**config.mk**
```make
export PLATFORM = sky130hd
export DESIGN_NAME = seq_comparator_nbit
export DESIGN_NICKNAME = d
export VERILOG_FILES = /design/src/rtl/seq_comparator_nbit.sv
export SDC_FILE = /design/constraint.sdc
export NUM_CORES = 1
export LEC_CHECK = 0
export ABC_AREA = 1
export CAP_MARGIN = 20
export CORE_MARGIN = 4
export CORE_UTILIZATION = 45
export DETAILED_ROUTE_END_ITERATION = 12
export MAX_ROUTING_LAYER = met4
export PLACE_DENSITY = 0.74
export SYNTH_ARGS = -nofsm -noshare
export SYNTH_HDL_FRONTEND = slang
export SYNTH_SLANG_ARGS = --single-unit
```
**constraint.sdc**
```tcl
create_clock -name clk -period 2.51 [get_ports clk]
set_input_delay 0.753 -clock clk [delete_from_list [all_inputs] [get_ports clk]]
set_output_delay 0.753 -clock clk [all_outputs]
set_load 0.01 [all_outputs]
```
**src/rtl/seq_comparator_nbit.sv**
```systemverilog
// Bit-serial magnitude comparator: latches two operands on start, walks them
// MSB first one bit per cycle, and reports a registered g/l/e result with a done pulse.
module seq_comparator_nbit #(
  parameter int WIDTH  = 8,
  parameter bit SIGNED = 1'b0
) (
  input  logic             clk,
  input  logic             rst_n,
  input  logic             start,
  input  logic [WIDTH-1:0] a,
  input  logic [WIDTH-1:0] b,
  output logic             busy,
  output logic             done,
  output logic             g,
  output logic             l,
  output logic             e,
  output logic [1:0]       state_o
);

  localparam int CW = (WIDTH > 1) ? $clog2(WIDTH) : 1;

  typedef enum logic [1:0] {
    S_IDLE = 2'd0,
    S_CMP  = 2'd1,
    S_DONE = 2'd2
  } state_t;

  state_t          state_q, state_d;
  logic [WIDTH-1:0] a_sh_q, a_sh_d;
  logic [WIDTH-1:0] b_sh_q, b_sh_d;
  logic [CW-1:0]    cnt_q, cnt_d;
  logic             dec_q, dec_d;
  logic             gt_q, gt_d;
  logic             g_q, g_d;
  logic             l_q, l_d;
  logic             e_q, e_d;

  logic bit_a, bit_b, msb_inv, dec_now, gt_now;

  // The sign bit carries inverted weight in two's complement, so a 1 there
  // marks the smaller operand.
  always_comb begin
    bit_a   = a_sh_q[WIDTH-1];
    bit_b   = b_sh_q[WIDTH-1];
    msb_inv = SIGNED && (cnt_q == CW'(WIDTH-1));
    dec_now = dec_q | (bit_a ^ bit_b);
    gt_now  = dec_q ? gt_q : (bit_a ^ msb_inv);
  end

  always_comb begin
    state_d = state_q;
    a_sh_d  = a_sh_q;
    b_sh_d  = b_sh_q;
    cnt_d   = cnt_q;
    dec_d   = dec_q;
    gt_d    = gt_q;
    g_d     = g_q;
    l_d     = l_q;
    e_d     = e_q;
    case (state_q)
      S_IDLE: begin
        if (start) begin
          a_sh_d  = a;
          b_sh_d  = b;
          cnt_d   = CW'(WIDTH-1);
          dec_d   = 1'b0;
          gt_d    = 1'b0;
          state_d = S_CMP;
        end
      end
      S_CMP: begin
        a_sh_d = a_sh_q << 1;
        b_sh_d = b_sh_q << 1;
        dec_d  = dec_now;
        gt_d   = gt_now;
        if (cnt_q == '0) begin
          g_d     = dec_now & gt_now;
          l_d     = dec_now & ~gt_now;
          e_d     = ~dec_now;
          state_d = S_DONE;
        end else begin
          cnt_d = cnt_q - CW'(1);
        end
      end
      S_DONE: begin
        state_d = S_IDLE;
      end
      default: begin
        state_d = S_IDLE;
      end
    endcase
  end

  always_ff @(posedge clk or negedge rst_n) begin
    if (!rst_n) begin
      state_q <= S_IDLE;
      a_sh_q  <= '0;
      b_sh_q  <= '0;
      cnt_q   <= '0;
      dec_q   <= 1'b0;
      gt_q    <= 1'b0;
      g_q     <= 1'b0;
      l_q     <= 1'b0;
      e_q     <= 1'b0;
    end else begin
      state_q <= state_d;
      a_sh_q  <= a_sh_d;
      b_sh_q  <= b_sh_d;
      cnt_q   <= cnt_d;
      dec_q   <= dec_d;
      gt_q    <= gt_d;
      g_q     <= g_d;
      l_q     <= l_d;
      e_q     <= e_d;
    end
  end

  assign busy    = (state_q == S_CMP);
  assign done    = (state_q == S_DONE);
  assign g       = g_q;
  assign l       = l_q;
  assign e       = e_q;
  assign state_o = state_q;

endmodule

```
==> out/qor.csv <==
metric,value,unit
RSZ-0062 raised after global routing,no,
status,"complete, no violations",
CP Cell Sequence,inv_2 -> nor2_2 -> clkdlybuf4s50_1,
Final Slew Violations,0,
Int Power,0.00105,W
top cell type's share of synthesized area,49.5,%
maximum vdd ir drop,722,uV
Worst-path clk slew,0.13,ns
Synth area leader,dfrtp_1,
Final GP Congestion,0.858,
vias in the first global route,1114,
Clock Latency Late Sink,0.32,ns
Setup-failing EPs final,0,
Worst Hold Class,reg2reg,
"Seq/Total Area, Yosys",49.5,%
initial core utilization,47.3,%
H-tree levels,1,
setup TNS,0,ns
final HPWL from detailed placement,1910,um
Commonest cells post-synth,"113 x nand2_1, 26 x dfrtp_1, 10 x inv_1, 8 x nand3_1, 4 x o21ai_0",
share of cells above drive strength 1,6.83,%
M3 GR Usage,3.10,%
met1 usage in global routing,23.2,%
first-pass GRT wire length,4790,um
top-count cell post-synth,nand2_1,
syn nets,201,
routed length per instance,11.2,um
Cell Rows,19,
prevailing post-synth register cell,dfrtp_1,
Die W,62.1,um
CTS buffer count,3,
"wirelength, routed",2640,um
P_leak,0.882,nW
Mapped Cells,180,
antenna violations before repair,0,
slew margin rel.,77.8,%
remaining routing DRC violations,0,
CTS tree,done,
largest cells by area after synthesis,"dfrtp_1 49%, nand2_1 32%, nand3_1 3.0%, inv_1 2.9%, ha_1 1.9%",
pwr/cell area,1180,mW/mm2
"Async S/R FF share, synth",100,%
Ys Warns,0,
antenna cells,0,
CP max stage delay,0.57,ns
GRT Residual Overflow,0,
Fmax,0.427,GHz
Combinational Power Share,51.1,%
chip height,62.1,um
met2 Usage GRT,26.3,%
Worst Setup End Kind,output port,
CTS Hold Bufs,0,
largest net degree at the start of global routing,27,
Tmin final,2.34,ns
vias,1138,
Psw,0.000848,W
CP Max Fanout,5,
Max Cap Violations,0,
Worst Clk Skew,0.00287,ns
IO buf count,25,
fin cells,236,
"flops & latches, synth",26,
post-cts gate resize count,0,
period utilization,93.3,%
Worst Path Arrival,1.59,ns
num ports,26,
crit path launch type,flop,
sw frac,44.8,%
GRT Resource Usage Total,17.3,%
setup bufs post-CTS,0,
CORE AREA,0.00278,mm2
Antenna Nets Post-Route,0,
Post-Syn Area,0.00132,mm2
drt pass-1 iters,4,
clk buf depth,2,
worst-margin pin slew,0.334,ns
final hold violation count,0,
CTS Sinks,26,
type of the worst setup path,reg2out,
drt initial violations,47,
Post-Place Cells,233,
slowest CP cell,clkdlybuf4s50_1,
Mapped Avg Cell Area,7.31,um2
clock root cell,clkbuf_4,
via/cell ratio,4.82,
number of distinct library cells after synthesis,17,
number of synthesized flops with an enable pin,0,
register share of total power,39.6,%
clock network fraction of total power,9.3,%
GRT busiest layer,met2,
Worst EP required,1.76,ns
Die Area,0.00385,mm2
Area Growth Syn to Fin,21.9,%
Post-layout nets,228,
## flip-flops by register name (all words and copies together), names as in the netlist, 2 cells and up
signal	count
cnt_q	3
state_o	2
a_sh_q	8
b_sh_q	8
## worst max-delay path: cells and delay by family (launching register included)
| family | cells | cell delay [ns] |
|---|---|---|
| buf+inv | 2 | 0.64 |
| simple gates | 1 | 0.14 |
| flops | 1 | 0.50 |
## power by group through the flow
stage,registers (W),logic (W),clock network [W]
6_report,0.000750,0.000967,0.000176
5_1_grt,0.000781,0.00113,0.000200
4_1_cts,0.000752,0.000979,0.000185
3_5_place_dp,0.000759,0.000977,0
3_3_place_gp,0.000754,0.000953,0
2_1_floorplan,0.000746,0.000728,0
## logic make-up (layout without fill, tap and decap cells)
group	count (synthesis)	after routing	synth area share, %
fa+ha+maj	2	2	1.90
compound gates	5	5	1.90
buf+inv	18	43	6.85
flops	26	26	49.5
simple gates	129	129	39.9
## per-layer routing
layer / part of all wire, % / routed length [um]
met1: 47 / 1230
met2: 47 / 1250
met3: 4.8 / 127
met4: 0.95 / 25
met5: 0 / 0
## metrics by stage
step	power (W)	hold WS (ns)	setup slack, ns	cell area, um2	util, %
2_1_floorplan	0.00147	0.449	0.976	1320	-
3_3_place_gp	0.00171	0.463	0.536	1580	56.8
3_5_place_dp	0.00174	0.465	0.539	1580	56.8
4_1_cts	0.00192	0.499	0.147	1600	57.6
5_1_grt	0.00211	0.526	0.0967	1600	57.6
6_report	0.00189	0.493	0.168	1600	57.6
## placed cells by master (no fill, tap or decap), drive strengths merged
cell	instances
clkbuf	3
a21oi	1
o21ai	4
dfrtp	26
ha	2
buf	2
inv	13
nand2	117
clkdlybuf4s50	25
nand3	8
nor2	4
## worst paths after layout
kind	slack (ns)	cells after the start	to	start
max	0.17	3	busy	state_o[0]$_DFFE_PN0P_
min	0.49	2	l$_DFFE_PN0P_	l$_DFFE_PN0P_
max reg2reg	1.19	5	b_sh_q[6]$_DFFE_PN0P_	state_o[0]$_DFFE_PN0P_
min reg2reg	0.49	2	l$_DFFE_PN0P_	l$_DFFE_PN0P_
max in group asynchronous	1.48	2	cnt_q[2]$_DFFE_PN0P_	rst_n
min in group asynchronous	0.79	2	e$_DFFE_PN0P_	rst_n
## layout make-up
type	count	area (um2)
Timing Repair Buffer	27	265
Inverter	13	51.3
Sequential cell	26	651
Clock buffer	3	22.5
Multi-Input combinational cell	136	574
Fill cell	272	1180
Tap cell	31	38.8
No activity file was read; power rests on OpenSTA's default activity.
